## src/rtl/f3_pkg.sv

```systemverilog
// Shared types for the f3 move controller: command encodings, FSM states,
// the move record and small helpers for inverse moves and the scramble LFSR.
package f3_pkg;

  typedef enum logic [1:0] {
    OP_MOVE     = 2'd0,
    OP_UNDO     = 2'd1,
    OP_SCRAMBLE = 2'd2,
    OP_SOLVE    = 2'd3
  } cmd_op_e;

  typedef enum logic [2:0] {
    ST_IDLE,
    ST_ISSUE,
    ST_GAP,
    ST_CHECK,
    ST_RSTP
  } state_e;

  typedef struct packed {
    logic [3:0] pos;
    logic       horizontal;
    logic       increase;
  } move_t;

  // Undoing a move shifts the same row/column the other way.
  function automatic move_t move_inverse(input move_t m);
    move_t r;
    r          = m;
    r.increase = ~m.increase;
    return r;
  endfunction

  // 16-bit Fibonacci LFSR, taps 16/14/13/11, shifting towards the MSB.
  function automatic logic [15:0] lfsr_step(input logic [15:0] s);
    return {s[14:0], s[15] ^ s[13] ^ s[12] ^ s[10]};
  endfunction

  // Scramble move fields taken straight from the low LFSR bits.
  function automatic move_t lfsr_move(input logic [15:0] s);
    move_t m;
    m.pos        = s[3:0];
    m.horizontal = s[4];
    m.increase   = s[5];
    return m;
  endfunction

endpackage

```

## src/rtl/f3_move_hist.sv

```systemverilog
// Circular LIFO of moves for undo/solve. Pushing onto a full stack drops the
// oldest entry; the count saturates at DEPTH.
module f3_move_hist
  import f3_pkg::*;
#(
  parameter int DEPTH = 64
) (
  input  logic                   sysclk,
  input  logic                   reset,
  input  logic                   clr,
  input  logic                   push,
  input  move_t                  push_mv,
  input  logic                   pop,
  output move_t                  top_mv,
  output logic [$clog2(DEPTH):0] count
);

  localparam int PW = $clog2(DEPTH);
  localparam int CW = PW + 1;
  localparam logic [PW-1:0] PTR_ONE = PW'(1);
  localparam logic [CW-1:0] CNT_ONE = CW'(1);
  localparam logic [CW-1:0] CNT_MAX = CW'(DEPTH);

  move_t         mem [DEPTH];
  logic [PW-1:0] wr_ptr;
  logic [PW-1:0] top_ptr;
  logic          full;

  // When full, wr_ptr points at the oldest slot, so a push overwrites it.
  assign full    = (count == CNT_MAX);
  assign top_ptr = wr_ptr - PTR_ONE;
  assign top_mv  = mem[top_ptr];

  // Stack pointer and occupancy; clear empties the stack without moving the pointer.
  always_ff @(posedge sysclk or posedge reset) begin
    if (reset) begin
      wr_ptr <= '0;
      count  <= '0;
    end else if (clr) begin
      count <= '0;
    end else if (push) begin
      wr_ptr <= wr_ptr + PTR_ONE;
      if (!full) count <= count + CNT_ONE;
    end else if (pop && (count != '0)) begin
      wr_ptr <= wr_ptr - PTR_ONE;
      count  <= count - CNT_ONE;
    end
  end

  // Move storage; contents are meaningless until pushed, so no reset.
  always_ff @(posedge sysclk) begin
    if (push && !clr) mem[wr_ptr] <= push_mv;
  end

endmodule

```

## src/rtl/f3_move_ctrl.sv

```systemverilog
// Write-side controller for the f3 tile-offset RAM: accepts move/undo/
// scramble/solve commands and paces single-cycle RAM write pulses.
module f3_move_ctrl
  import f3_pkg::*;
#(
  parameter int          HIST_DEPTH     = 64,
  parameter int          STEP_CYCLES    = 4,
  parameter int          SCRAMBLE_MOVES = 32,
  parameter logic [15:0] LFSR_SEED      = 16'hACE1
) (
  input  logic                        sysclk,
  input  logic                        reset,
  input  logic                        cmd_valid,
  output logic                        cmd_ready,
  input  logic [1:0]                  cmd_op,
  input  logic [3:0]                  cmd_pos,
  input  logic                        cmd_horizontal,
  input  logic                        cmd_increase,
  input  logic                        clear,
  output logic                        ram_write,
  output logic [3:0]                  ram_write_pos,
  output logic                        ram_write_horizontal,
  output logic                        ram_write_increase,
  output logic                        ram_reset,
  input  logic                        ram_offset_all_zero,
  output logic                        busy,
  output logic                        solved,
  output logic [$clog2(HIST_DEPTH):0] hist_count
);

  localparam int GW = $clog2(STEP_CYCLES + 1);
  localparam int RW = 8;
  localparam logic [GW-1:0] GAP_LOAD = GW'(STEP_CYCLES - 1);
  localparam logic [GW-1:0] GAP_ONE  = GW'(1);
  localparam logic [RW-1:0] REM_LOAD = RW'(SCRAMBLE_MOVES);
  localparam logic [RW-1:0] REM_ONE  = RW'(1);

  state_e        state, state_d;
  cmd_op_e       op_q, op_d;
  logic [GW-1:0] gap_q, gap_d;
  logic [RW-1:0] rem_q, rem_d;
  logic          solved_q, solved_d;
  logic [15:0]   lfsr_q;
  move_t         cur_q, cur_d;
  logic          load_cur;
  logic          push, pop, hclr;
  move_t         top_mv, issue_mv;

  f3_move_hist #(.DEPTH(HIST_DEPTH)) u_hist (
    .sysclk  (sysclk),
    .reset   (reset),
    .clr     (hclr),
    .push    (push),
    .push_mv (issue_mv),
    .pop     (pop),
    .top_mv  (top_mv),
    .count   (hist_count)
  );

  // Scramble writes take the live LFSR value; everything else replays cur_q.
  assign issue_mv = (op_q == OP_SCRAMBLE) ? lfsr_move(lfsr_q) : cur_q;

  assign ram_write            = (state == ST_ISSUE);
  assign ram_write_pos        = ram_write ? issue_mv.pos : 4'd0;
  assign ram_write_horizontal = ram_write & issue_mv.horizontal;
  assign ram_write_increase   = ram_write & issue_mv.increase;
  assign ram_reset            = (state == ST_RSTP);
  assign busy                 = (state != ST_IDLE);
  assign cmd_ready            = (state == ST_IDLE) && !clear;
  assign solved               = solved_q;

  // Next-state and sequencing decisions; clear overrides whatever is in flight.
  always_comb begin
    state_d  = state;
    op_d     = op_q;
    gap_d    = gap_q;
    rem_d    = rem_q;
    solved_d = solved_q;
    cur_d    = move_inverse(top_mv);
    load_cur = 1'b0;
    push     = 1'b0;
    pop      = 1'b0;
    hclr     = 1'b0;
    if (clear) begin
      state_d = ST_RSTP;
      op_d    = OP_MOVE;
      hclr    = 1'b1;
    end else begin
      case (state)
        ST_IDLE: begin
          if (cmd_valid) begin
            op_d = cmd_op_e'(cmd_op);
            case (cmd_op_e'(cmd_op))
              OP_MOVE: begin
                cur_d    = '{pos: cmd_pos, horizontal: cmd_horizontal, increase: cmd_increase};
                load_cur = 1'b1;
                state_d  = ST_ISSUE;
              end
              OP_SCRAMBLE: begin
                rem_d   = REM_LOAD;
                state_d = ST_ISSUE;
              end
              default: begin
                // UNDO and SOLVE both start by replaying the newest entry.
                if (hist_count != '0) begin
                  pop      = 1'b1;
                  load_cur = 1'b1;
                  state_d  = ST_ISSUE;
                end else begin
                  state_d = ST_CHECK;
                end
              end
            endcase
          end
        end
        ST_ISSUE: begin
          push    = (op_q == OP_MOVE) || (op_q == OP_SCRAMBLE);
          if (op_q == OP_SCRAMBLE) rem_d = rem_q - REM_ONE;
          gap_d   = GAP_LOAD;
          state_d = ST_GAP;
        end
        ST_GAP: begin
          if (gap_q != '0) begin
            gap_d = gap_q - GAP_ONE;
          end else if ((op_q == OP_SCRAMBLE) && (rem_q != '0)) begin
            state_d = ST_ISSUE;
          end else if ((op_q == OP_SOLVE) && (hist_count != '0)) begin
            pop      = 1'b1;
            load_cur = 1'b1;
            state_d  = ST_ISSUE;
          end else begin
            state_d = ST_CHECK;
          end
        end
        ST_CHECK: begin
          solved_d = ram_offset_all_zero;
          // A solve that still leaves offsets lost history to overwrite; wipe the board.
          if ((op_q == OP_SOLVE) && !ram_offset_all_zero) begin
            op_d    = OP_MOVE;
            state_d = ST_RSTP;
          end else begin
            state_d = ST_IDLE;
          end
        end
        ST_RSTP: begin
          gap_d   = GAP_LOAD;
          state_d = ST_GAP;
        end
        default: state_d = ST_IDLE;
      endcase
    end
  end

  // Control registers and the free-running LFSR.
  always_ff @(posedge sysclk or posedge reset) begin
    if (reset) begin
      state    <= ST_IDLE;
      op_q     <= OP_MOVE;
      gap_q    <= '0;
      rem_q    <= '0;
      solved_q <= 1'b1;
      lfsr_q   <= LFSR_SEED;
    end else begin
      state    <= state_d;
      op_q     <= op_d;
      gap_q    <= gap_d;
      rem_q    <= rem_d;
      solved_q <= solved_d;
      lfsr_q   <= lfsr_step(lfsr_q);
    end
  end

  // Latched move for the next write pulse.
  always_ff @(posedge sysclk) begin
    if (load_cur) cur_q <= cur_d;
  end

endmodule

```

## config.mk

```make
export PLATFORM = sky130hd
export DESIGN_NAME = f3_move_ctrl
export DESIGN_NICKNAME = d
export VERILOG_FILES = /design/src/rtl/f3_pkg.sv /design/src/rtl/f3_move_hist.sv /design/src/rtl/f3_move_ctrl.sv
export SDC_FILE = /design/constraint.sdc
export NUM_CORES = 1
export LEC_CHECK = 0
export BUFFER_PORTS_ARGS = -buffer_cell sky130_fd_sc_hd__buf_2
export CORE_UTILIZATION = 26
export CTS_CLUSTER_SIZE = 8
export DETAILED_ROUTE_END_ITERATION = 8
export PLACE_DENSITY = 0.37
export SLEW_MARGIN = 20
export SYNTH_ARGS = -nofsm -noshare
export SYNTH_HDL_FRONTEND = slang
export SYNTH_SLANG_ARGS = --single-unit
export TNS_END_PERCENT = 50
```

## constraint.sdc

```tcl
create_clock -name sysclk -period 3.12 [get_ports sysclk]
set_input_delay 0.468 -clock sysclk [delete_from_list [all_inputs] [get_ports sysclk]]
set_output_delay 0.468 -clock sysclk [all_outputs]
set_load 0.01 [all_outputs]
```

==> run metrics, run 1 <==
status finished, final reports clean; total I/O pin count 31; CTS tree built; multiplexer share of the synthesized area 0.135; via count of the first global-routing pass 10.3k; library cell with the largest summed area after synthesis sky130_fd_sc_hd__edfxtp_1; residual DRC count 0; arrival time of the worst setup path 3.27 ns; final setup violation count 0; async set-or-reset flop fraction in the synthesized netlist 0.106; Post-Route Hold Slack 0.132 ns; latest clock arrival within the worst-skew pair 0.61 ns; Worst Hold Depth 2; post-synthesis adder-cell area fraction 0.00802; Synth cell types 64; number of cells traversed by the worst register-to-register path 8; DRC violation total after the first TritonRoute iteration 654; overflow left after global routing 0; drt total wl 48,500 um; overall fraction of global-route tracks in use 0.139; LEAKAGE 0.00729 uW; cell total after placement 2,063; met1 wire length 22,900 um; Gate Count Post-Synth 1,050; fraction of final layout cells sized beyond drive strength 1 0.280; pin count of the biggest net entering global routing 65; Slew Viols, Final 0; predominant post-synthesis flop cell sky130_fd_sc_hd__edfxtp_1; Register Area 12,900 um^2; Initial Utilization 0.263; worst-case clock buffer depth 3; class of the most critical hold timing path in -> reg; clock input transition at the sequential cells of the worst setup and hold paths 0.06 ns; startpoint type of the worst setup path flop; Inserted Diodes 0; layout filler cell count 6,793; cell area after synthesis 18,100 um^2; type of destination of the critical path flop; Post-CTS Setup Repair Bufs 0; total via count in the routed design 9,739; fraction of the cycle the final worst path needs 0.925; max-slew headroom at the worst pin 0.431; worst hold start ram_offset_all_zero; area share of the largest cell type after synthesis 0.647; post-synthesis xor/xnor area fraction 0.0106; Compound-Gate Fraction of Synth Area 0.0367; PortBufs 30; Power Total 19,300 uW; EDFF count, synth 390; DIE AREA 70,700 um^2; final worst path period need 2.89 ns; number of nets in the finished design 1,219; Fin. Hold Viols 0; maximum clock frequency 0.346 GHz; initial antenna violation count 0; worst clock skew on the final layout 0.0216 ns; setup slack, reg-to-reg 0.23 ns; mean area per synthesized cell 17.2 um^2; largest cells by area after synthesis sky130_fd_sc_hd__edfxtp_1, sky130_fd_sc_hd__mux4_2, sky130_fd_sc_hd__dfrtp_1; core region area 68,700 um^2; launch point of the critical path u_hist.wr_ptr[0]; # H-tree levels 2; setup repair after global routing missed its margin false; endpoint of the lowest-slack register-to-register path cur_q[0]; met3 layer wire length in the routed design 1640 um; areal power density over the cells 890 nW/um^2; maximum net fanout on the critical path 12; post-synthesis register bit count 436; sequential area share after synthesis 0.711; number of synthesis warnings 0; clk sink count 436; first-pass GRT wire length 71,500 um; transition time at the pin with the least slew margin 0.846 ns; post-DP HPWL 31,300 um; synthesis-to-layout area growth 19.8%; height of the die 266 um; Max IR drop VDD 0.000490 V; summed negative setup slack over all endpoints 0 ns; post-DR vias/cell 4.53; net count after synthesis 1,074; die outline width 266 um; clock tree root buffer cell sky130_fd_sc_hd__clkbuf_16; top routing layer used met4; Post-Synth Simple-Gate Area 0.0769; final core utilization 0.316; non-filler cells, final 2,151; final weighted congestion in routability-driven placement 0.784; total of max-cap violations 0; count of TritonRoute iterations in the first routing pass 7; Crit path required time 3.50 ns; final routed wire length divided by cell count 22.5 um; worst reg2reg path startpoint u_hist.wr_ptr[0]; type of the worst setup path reg -> reg; Worst Hold Path EP solved; met2 routed wirelength 23,100 um; area used by multi-input combinational logic 4870 um^2; cts bufs inserted 60; main combinational cell family by area after synthesis multiplexers; number of rows created at floorplan 96; Antenna Violating Nets Remaining 0
[placed cells by master, fill, tap and decap left out, drive strengths merged, types with 3 or more instances in the layout]
| cell | netlist | routed |
|---|---|---|
| dfstp | 9 | 9 |
| o22a | 6 | 6 |
| a2bb2oi | 3 | 3 |
| and3 | 16 | 16 |
| a211oi | 16 | 16 |
| or3 | 13 | 13 |
| nor2b | 9 | 9 |
| nor2 | 133 | 133 |
| or3b | 3 | 3 |
| inv | 21 | 21 |
| o21ai | 8 | 8 |
| xor2 | 8 | 8 |
| nand3 | 14 | 14 |
| mux2 | 24 | 24 |
| nor3b | 4 | 4 |
| ha | 10 | 10 |
| and2 | 7 | 7 |
| edfxtp | 390 | 390 |
| a21oi | 15 | 15 |
| o2111ai | 5 | 5 |
| or2 | 8 | 8 |
| nor3 | 10 | 10 |
| clkbuf | 32 | 87 |
| mux4 | 96 | 96 |
| o31ai | 4 | 4 |
| xnor2 | 14 | 14 |
| nand2b | 7 | 7 |
| a31oi | 9 | 9 |
| nand2 | 43 | 43 |
| o22ai | 14 | 14 |
| nor4 | 7 | 7 |
| buf | 27 | 141 |
| or4 | 6 | 6 |
| dfrtp | 37 | 37 |
[metal layers]
metal  GRT usage  vias up
met5           0        -
met4      0.0376        0
met3      0.0236       68
met2       0.225      149
met1       0.192     5110
li1            -     4412
[where the power goes]
| group | internal (uW) | switching [uW] | leakage [uW] |
|---|---|---|---|
| Sequential | 6600 | 170 | 0.00410 |
| Combinational | 2910 | 3820 | 0.00240 |
| Clock | 3500 | 2310 | 0.000782 |
[how the worst max path moves through the flow]
| stage | end | slack (ns) | cells past startpoint |
|---|---|---|---|
| finish | cur_q[0] | 0.23 | 8 |
| CTS | cur_q[0] | 0.1 | 8 |
| detailed placement | cur_q[0] | 0.11 | 8 |
| global placement | cur_q[0] | 0.13 | 8 |
| global route | u_hist.count[5] | 0.002 | 9 |
| floorplan | cur_q[0] | -0.01 | 14 |
[cell type report]
cell class	count	share of cell area
clock buffers	87	0.0749
repair buffers	142	0.0498
flip-flops and latches	436	0.594
multi-input cells	534	0.224
inverters	21	0.00363
well taps	931	0.0537
[state kept, by name (all words and copies together), names as in the netlist]
| name | count |
|---|---|
| u_hist.wr_ptr | 6 |
| op_q | 2 |
| lfsr_q | 16 |
| gap_q | 3 |
| solved | 1 |
| rem_q | 8 |
| u_hist.count | 7 |
| cur_q | 6 |
| state | 3 |
| u_hist.mem | 384 |
[Yosys cell counts (3+ instances only)]
library cell                count
sky130_fd_sc_hd__nor2b_1        9
sky130_fd_sc_hd__nand2_1       42
sky130_fd_sc_hd__o2111ai_1      5
sky130_fd_sc_hd__buf_1          4
sky130_fd_sc_hd__xnor2_1       14
sky130_fd_sc_hd__or3_1         13
sky130_fd_sc_hd__ha_1          10
sky130_fd_sc_hd__o21ai_0        5
sky130_fd_sc_hd__and2_1         7
sky130_fd_sc_hd__o31ai_1        3
sky130_fd_sc_hd__a21oi_1       15
sky130_fd_sc_hd__a211oi_1      16
sky130_fd_sc_hd__o22ai_1       14
sky130_fd_sc_hd__dfrtp_1       37
sky130_fd_sc_hd__buf_2         12
sky130_fd_sc_hd__mux2_2        18
sky130_fd_sc_hd__o21ai_1        3
sky130_fd_sc_hd__a31oi_1        9
sky130_fd_sc_hd__edfxtp_1     390
sky130_fd_sc_hd__and3_1        16
sky130_fd_sc_hd__or4_1          5
sky130_fd_sc_hd__inv_1         19
sky130_fd_sc_hd__nor2_1       133
sky130_fd_sc_hd__clkbuf_1      32
sky130_fd_sc_hd__nor4_1         5
sky130_fd_sc_hd__mux4_2        96
sky130_fd_sc_hd__o22a_1         6
sky130_fd_sc_hd__nor3b_1        4
sky130_fd_sc_hd__or2_1          7
sky130_fd_sc_hd__buf_4          7
sky130_fd_sc_hd__nand2b_1       7
sky130_fd_sc_hd__mux2_1         6
sky130_fd_sc_hd__xor2_1         8
sky130_fd_sc_hd__buf_6          3
sky130_fd_sc_hd__nor3_1        10
sky130_fd_sc_hd__dfstp_2        9
sky130_fd_sc_hd__nand3_1       14
[worst max-delay path, stage by stage (launching register included)]
cell	delay, ns
sky130_fd_sc_hd__dfrtp_4	0.50
sky130_fd_sc_hd__inv_2	0.10
sky130_fd_sc_hd__ha_4	0.46
sky130_fd_sc_hd__buf_4	0.22
sky130_fd_sc_hd__mux4_2	0.33
sky130_fd_sc_hd__and3_1	0.21
sky130_fd_sc_hd__a211oi_1	0.40
sky130_fd_sc_hd__nor4_1	0.10
sky130_fd_sc_hd__nor3_1	0.33
[kinds of logic after synthesis]
group / after synthesis
DFF: 436
and+or+nand+nor: 287
muxes: 122
AOI/OAI and AO/OA: 92
buffers and inverters: 80
xor gates and xnor gates: 22
adders and majority gates: 11
[timing repair]
action,in CTS,in global routing
endpoints found under the hold margin,21,0
hold buffers,1,0
resized for setup,0,0
[stage by stage]
stage	instance area, um^2	setup slack (ns)
2_1_floorplan	18100	-0.0120
3_3_place_gp	20100	0.131
3_5_place_dp	20100	0.113
4_1_cts	21700	0.0977
5_1_grt	21700	0.00167
6_report	21700	0.233
Note: power is estimated with default switching activity, not from simulation.
==> inputs of run 2 (changes only) <==
--- a/config.mk
+++ b/config.mk
@@ -5,11 +5,12 @@
 export SDC_FILE = /design/constraint.sdc
 export NUM_CORES = 1
 export LEC_CHECK = 0
+export ABC_CLOCK_PERIOD_IN_PS = 3120
 export BUFFER_PORTS_ARGS = -buffer_cell sky130_fd_sc_hd__buf_2
-export CORE_UTILIZATION = 26
+export CORE_UTILIZATION = 56
 export CTS_CLUSTER_SIZE = 8
 export DETAILED_ROUTE_END_ITERATION = 8
-export PLACE_DENSITY = 0.37
+export PLACE_DENSITY = 0.71
 export SLEW_MARGIN = 20
 export SYNTH_ARGS = -nofsm -noshare
 export SYNTH_HDL_FRONTEND = slang
==> run 2 against run 1 <==
Net effect: register-to-register slack worse by 0.04 ns; die area is 53% lower; total power is 3.8% lower; largest cell class unchanged; clock skew is 0.0051 ns lower; cell area is 4.8% lower; count of clock-buffer cells in the layout is 1 lower; sequential share of layout area is 3.0 points higher; critical endpoint unchanged.
==> run metrics, run 2 (same netlist as run 1, synthesis figures left out) <==
type of the worst setup path reg -> reg; overflow left after global routing 0 (unchanged); Cell Area, Placed 19,000 um^2 (-5.2%); area used by multi-input combinational logic 4870 um^2 (unchanged); Initial Utilization 0.571 (+0.307); type of destination of the critical path flop; post-DR vias/cell 6.24 (+38%); commonest cells after routing, fill and taps aside sky130_fd_sc_hd__edfxtp_1, sky130_fd_sc_hd__nor2_1, sky130_fd_sc_hd__mux4_2; busiest metal layer after global routing met2; via count of the first global-routing pass 10.1k (-2.1%); Top Registers u_hist.mem: 384 flops, lfsr_q: 16 flops, rem_q: 8 flops; first-pass GRT wire length 60,500 um (-15%); Global Route met1 Usage 0.346 (+0.154); cts bufs inserted 60 (unchanged); Fin. Hold Viols 0 (unchanged); DIE AREA 33,000 um^2 (-53%); arrival time of the worst setup path 3.21 ns (-0.06 ns); maximum net fanout on the critical path 35 (+23); LEAKAGE 0.00704 uW (-3.4%); non-filler cells, final 1,576 (-27%); cell total after placement 1,487 (-28%); layout filler cell count 2,150 (-68%); initial antenna violation count 0 (unchanged); count of hold buffers inserted by post-cts repair 0 (-1); post-DP HPWL 25,200 um (-20%); total via count in the routed design 9,838 (+1.0%); PortBufs 30 (unchanged); transition time at the pin with the least slew margin 0.952 ns (+0.106 ns); startpoint type of the worst setup path flop; fraction of the cycle the final worst path needs 0.938 (+0.0124); final instance area 20,700 um^2 (-4.8%); worst clock skew on the final layout 0.0166 ns (-0.00507 ns); synthesis-to-layout area growth 14.2%; Slew Viols, Final 0 (unchanged); height of the die 182 um (-32%); clock tree root buffer cell sky130_fd_sc_hd__clkbuf_16; Antenna Violating Nets Remaining 0 (unchanged); residual DRC count 0 (unchanged); Post-Route Hold Slack 0.124 ns (-0.00759 ns); final routed wire length divided by cell count 24.8 um (+10%); status finished, final reports clean; maximum clock frequency 0.342 GHz (-1.3%); DRC violation total after the first TritonRoute iteration 857 (+31%); Max IR drop VDD 0.000626 V (+28%); max reg flops 384 (unchanged); areal power density over the cells 899 nW/um^2 (+0.97%); setup repair after global routing missed its margin false; clock input transition at the sequential cells of the worst setup and hold paths 0.05 ns (about the same); drt total wl 39,100 um (-19%); final worst path period need 2.93 ns (+0.0388 ns); number of rows created at floorplan 65 (-32%); clk sink count 436 (unchanged); largest reg by FF count u_hist.mem; Inserted Diodes 0 (unchanged); final setup violation count 0 (unchanged); post-cts repair resize count 0 (unchanged); met2 global-route usage 0.403 (+0.178); overall fraction of global-route tracks in use 0.247 (+0.107); global routing met3 resource utilization 0.0403 (+0.0167); number of nets in the finished design 1,171 (-3.9%); Register Area 12,900 um^2 (unchanged); # H-tree levels 2 (unchanged); worst-case clock buffer depth 3 (unchanged); core region area 31,700 um^2 (-54%); most common cell after layout, fill and taps aside sky130_fd_sc_hd__edfxtp_1; fraction of final layout cells sized beyond drive strength 1 0.253 (-0.0265); pin count of the biggest net entering global routing 65 (unchanged); class of the most critical hold timing path in -> async; latest clock arrival within the worst-skew pair 0.58 ns (-0.03 ns); count of TritonRoute iterations in the first routing pass 5 (-2); total I/O pin count 31 (unchanged); max-slew headroom at the worst pin 0.364 (-0.0670); CTS tree built; total of max-cap violations 0 (unchanged); Post-CTS Setup Repair Bufs 0 (unchanged); Crit path required time 3.41 ns (-0.09 ns); final weighted congestion in routability-driven placement 0.836 (+6.7%); die outline width 182 um (-32%)
## run 2: cell count changes in the layout (fill, tap and decap cells not counted), sizes merged
cell,change
clkbuf,-1
dlygate4sd3,-1
clkinv,+1
inv,+2
buf,-47
## run 2: power breakdown
group	leakage [uW]	switching [uW]	internal, uW
sequential	0.00410	164	6600
clock	0.000794	2190	3510
combinational	0.00214	3400	2710
total	0.00704	5760	12800
## run 2: area by class of cell
| cell class | instances | area share |
|---|---|---|
| well taps | 402 | 0.0243 |
| inverters | 21 | 0.00382 |
| repair buffers | 94 | 0.0335 |
| clock buffers | 86 | 0.0784 |
| clock inverters | 3 | 0.00109 |
| flip-flops and latches | 436 | 0.623 |
| multi-input cells | 534 | 0.236 |
## run 2: metrics by stage
step	setup WS (ns)	total power (uW)	setup TNS [ns]	utilization
2_1_floorplan	-0.0120	11200	-0.0120	-
3_3_place_gp	0.304	12900	0	0.600
3_5_place_dp	0.266	12900	0	0.600
4_1_cts	0.224	18700	0	0.651
5_1_grt	0.0393	19300	0	0.651
6_report	0.194	18600	0	0.651
## run 2: worst paths after layout
check                                    start                to  slack, ns  depth (start not counted)
setup / recovery              u_hist.wr_ptr[0]          cur_q[0]       0.19                          8
setup reg to reg              u_hist.wr_ptr[0]          cur_q[0]       0.19                          8
hold / removal                           reset         lfsr_q[9]       0.12                          2
hold reg to reg                     lfsr_q[14]        lfsr_q[15]       0.35                          0
min in group sysclk        ram_offset_all_zero            solved       0.17                          2
max in group asynchronous                reset  u_hist.wr_ptr[0]       2.30                          2
## run 2: critical path: stages (launching register included)
cell and delay, ns:
sky130_fd_sc_hd__dfrtp_4 0.60, sky130_fd_sc_hd__inv_2 0.13, sky130_fd_sc_hd__ha_4 0.34, sky130_fd_sc_hd__buf_12 0.24
sky130_fd_sc_hd__mux4_2 0.27, sky130_fd_sc_hd__mux2_2 0.16, sky130_fd_sc_hd__o22ai_1 0.08, sky130_fd_sc_hd__nor4b_1 0.72
sky130_fd_sc_hd__nor3_1 0.10
## run 2: metal layers
layer,vias up,routed length [um],part of all wire
met5,-,0,0
met4,0,1010,0.026
met3,78,2720,0.069
met2,412,19200,0.49
met1,5024,16200,0.41
li1,4324,-,-
==> inputs of run 3 (changes only) <==
--- a/config.mk
+++ b/config.mk
@@ -7,6 +7,7 @@
 export LEC_CHECK = 0
 export ABC_CLOCK_PERIOD_IN_PS = 3120
 export BUFFER_PORTS_ARGS = -buffer_cell sky130_fd_sc_hd__buf_2
+export CORE_MARGIN = 3
 export CORE_UTILIZATION = 56
 export CTS_CLUSTER_SIZE = 8
 export DETAILED_ROUTE_END_ITERATION = 8
==> run 3 against run 2 <==
Net effect: the run now ends with hold timing left; count of clock-buffer cells in the layout is 3 lower; critical path depth is 3 lower; sequential power hardly changed; worst setup slack better by 0.041 ns; combinational power is 1% higher; sequential share of layout area is 0.30 points lower; critical endpoint is now u_hist.mem[41][5]; largest power group unchanged.
==> run metrics, run 3 (same netlist as run 1, synthesis figures left out) <==
status finished, violations left; violated checks hold timing; DRC violation total after the first TritonRoute iteration 945 (+10%); Worst Slack Setup Final 0.234 ns (+0.0406 ns); overflow left after global routing 0 (unchanged); Post-Route Hold Slack -0.0115 ns (-0.136 ns); post-DR vias/cell 6.20 (-0.70%); fraction of final layout cells sized beyond drive strength 1 0.259 (+0.00612); setup repair after global routing missed its margin false; final weighted congestion in routability-driven placement 0.906 (+8.4%); number of cells traversed by the worst register-to-register path 5 (-3); slowest CP cell sky130_fd_sc_hd__or4b_1; commonest cells after routing, fill and taps aside sky130_fd_sc_hd__edfxtp_1, sky130_fd_sc_hd__nor2_1, sky130_fd_sc_hd__mux4_2; cts bufs inserted 60 (unchanged); startpoint type of the worst setup path flop; PortBufs 30 (unchanged); final setup violation count 0 (unchanged); setup slack, reg-to-reg 0.23 ns (+0.04 ns); pin count of the biggest net entering global routing 65 (unchanged); initial antenna violation count 0 (unchanged); Post-Place Setup Slack 0.311 ns (+0.0447 ns); Top Registers u_hist.mem: 384 flops, lfsr_q: 16 flops, rem_q: 8 flops; cell total after placement 1,496 (+0.61%); final worst path period need 2.89 ns (-0.0406 ns); total I/O pin count 31 (unchanged); Antenna Violating Nets Remaining 0 (unchanged); DIE AREA 34,500 um^2 (+4.4%); LEAKAGE 0.00710 uW (+0.85%); endpoint of the lowest-slack register-to-register path u_hist.mem[41][5]; post-cts repair resize count 0 (unchanged); maximum clock frequency 0.347 GHz (+1.4%); worst reg2reg path startpoint state[1]; fraction of the cycle the final worst path needs 0.925 (-0.0130); Max IR drop VDD 0.000536 V (-14%); class of the most critical hold timing path in -> async; clock tree root buffer cell sky130_fd_sc_hd__clkbuf_16; overall fraction of global-route tracks in use 0.238 (-0.00862); max reg flops 384 (unchanged); die outline width 186 um (+2.2%); Slew Viols, Final 0 (unchanged); Inserted Diodes 0 (unchanged); worst clock skew on the final layout 0.0187 ns (+0.00213 ns); worst-case clock buffer depth 3 (unchanged); Crit path largest cell delay 0.54 ns (-0.18 ns); Initial Utilization 0.571 (unchanged); residual DRC count 0 (unchanged); number of rows created at floorplan 65 (unchanged); number of nets in the finished design 1,180 (+0.77%); transition time at the pin with the least slew margin 0.819 ns (-0.133 ns); maximum net fanout on the critical path 16 (-54%); type of the worst setup path reg -> reg; Fin. Hold Viols 22 (+22); core region area 31,700 um^2 (unchanged); Post-CTS Setup Repair Bufs 0 (unchanged); most common cell after layout, fill and taps aside sky130_fd_sc_hd__edfxtp_1; count of hold buffers inserted by post-cts repair 0 (unchanged); clock input transition at the sequential cells of the worst setup and hold paths 0.05 ns (about the same); height of the die 186 um (+2.2%); # H-tree levels 2 (unchanged); CTS tree built; final routed wire length divided by cell count 24.8 um (about the same); Power Total 18,700 uW (+0.88%); worst path cell trace or4b_1, or2_1, buf_4, or3_1, nor2_1; total of max-cap violations 0 (unchanged); first-pass GRT wire length 61,100 um (+1.0%); arrival time of the worst setup path 3.10 ns (-0.11 ns); Crit path required time 3.33 ns (-0.08 ns); summed negative setup slack over all endpoints 0 ns (unchanged); clk sink count 436 (unchanged); areal power density over the cells 903 nW/um^2 (+0.39%); synthesis-to-layout area growth 14.7%; largest reg by FF count u_hist.mem; count of TritonRoute iterations in the first routing pass 5 (unchanged); non-filler cells, final 1,583 (+0.44%); latest clock arrival within the worst-skew pair 0.59 ns (about the same); post-DP HPWL 25,100 um (-0.27%); total via count in the routed design 9,813 (-0.25%); via count of the first global-routing pass 10.1k (-0.050%); type of destination of the critical path flop; drt total wl 39,300 um (+0.54%); max-slew headroom at the worst pin 0.454 (+0.0898)
-- run 3: cell types whose count changed in the layout (fill, tap and decap cells not counted), sizes merged --
cell and change:
clkbuf -3, buf +9, bufinv +1
-- run 3: worst max-delay path: cells and delay by family, from the launching register on --
family,cells,cell delay [ns]
buffers and inverters,1,0.23
flip-flops,1,0.38
AND/OR/NAND/NOR,4,1.88
-- run 3: through the flow --
| step | cell area [um^2] | util | hold WS, ns |
|---|---|---|---|
| 3_3_place_gp | 19100 | 0.602 | 0.337 |
| 2_1_floorplan | 18100 | - | 0.331 |
| 5_1_grt | 20800 | 0.655 | 0.0404 |
| 4_1_cts | 20800 | 0.655 | 0.000140 |
| 6_report | 20800 | 0.655 | -0.0115 |
| 3_5_place_dp | 19100 | 0.602 | 0.339 |
-- run 3: area by class of cell --
type | instances | area (um^2)
timing repair buffer | 103 | 773
tap | 402 | 503
clock inverter | 4 | 75.1
sequential | 436 | 12900
fill | 2131 | 11000
inverter | 21 | 78.8
clock buffer | 83 | 1590
multi-input combinational | 534 | 4870
-- run 3: routing by layer --
| layer | vias up | track usage | routed length [um] |
|---|---|---|---|
| met3 | 72 | 0.0477 | 2890 |
| li1 | 4324 | - | - |
| met5 | - | 0 | 0 |
| met1 | 5020 | 0.337 | 16300 |
| met4 | 0 | 0.0679 | 887 |
| met2 | 397 | 0.384 | 19300 |
-- run 3: worst max-delay path by stage --
stage	end	start	cells past startpoint	slack, ns
2_1_floorplan	cur_q[0]	u_hist.wr_ptr[0]	14	-0.01
3_3_place_gp	u_hist.count[6]	op_q[0]	11	0.39
3_5_place_dp	u_hist.mem[29][4]	state[1]	5	0.31
4_1_cts	u_hist.mem[30][2]	state[1]	5	0.26
5_1_grt	u_hist.count[5]	op_q[0]	9	0.03
6_report	u_hist.mem[41][5]	state[1]	5	0.23
-- run 3: where the power goes --
part / total (uW) / internal, uW / switching [uW]
combinational: 6180 / 2760 / 3430
sequential: 6760 / 6600 / 152
clock: 5800 / 3550 / 2250
total: 18700 / 12900 / 5830
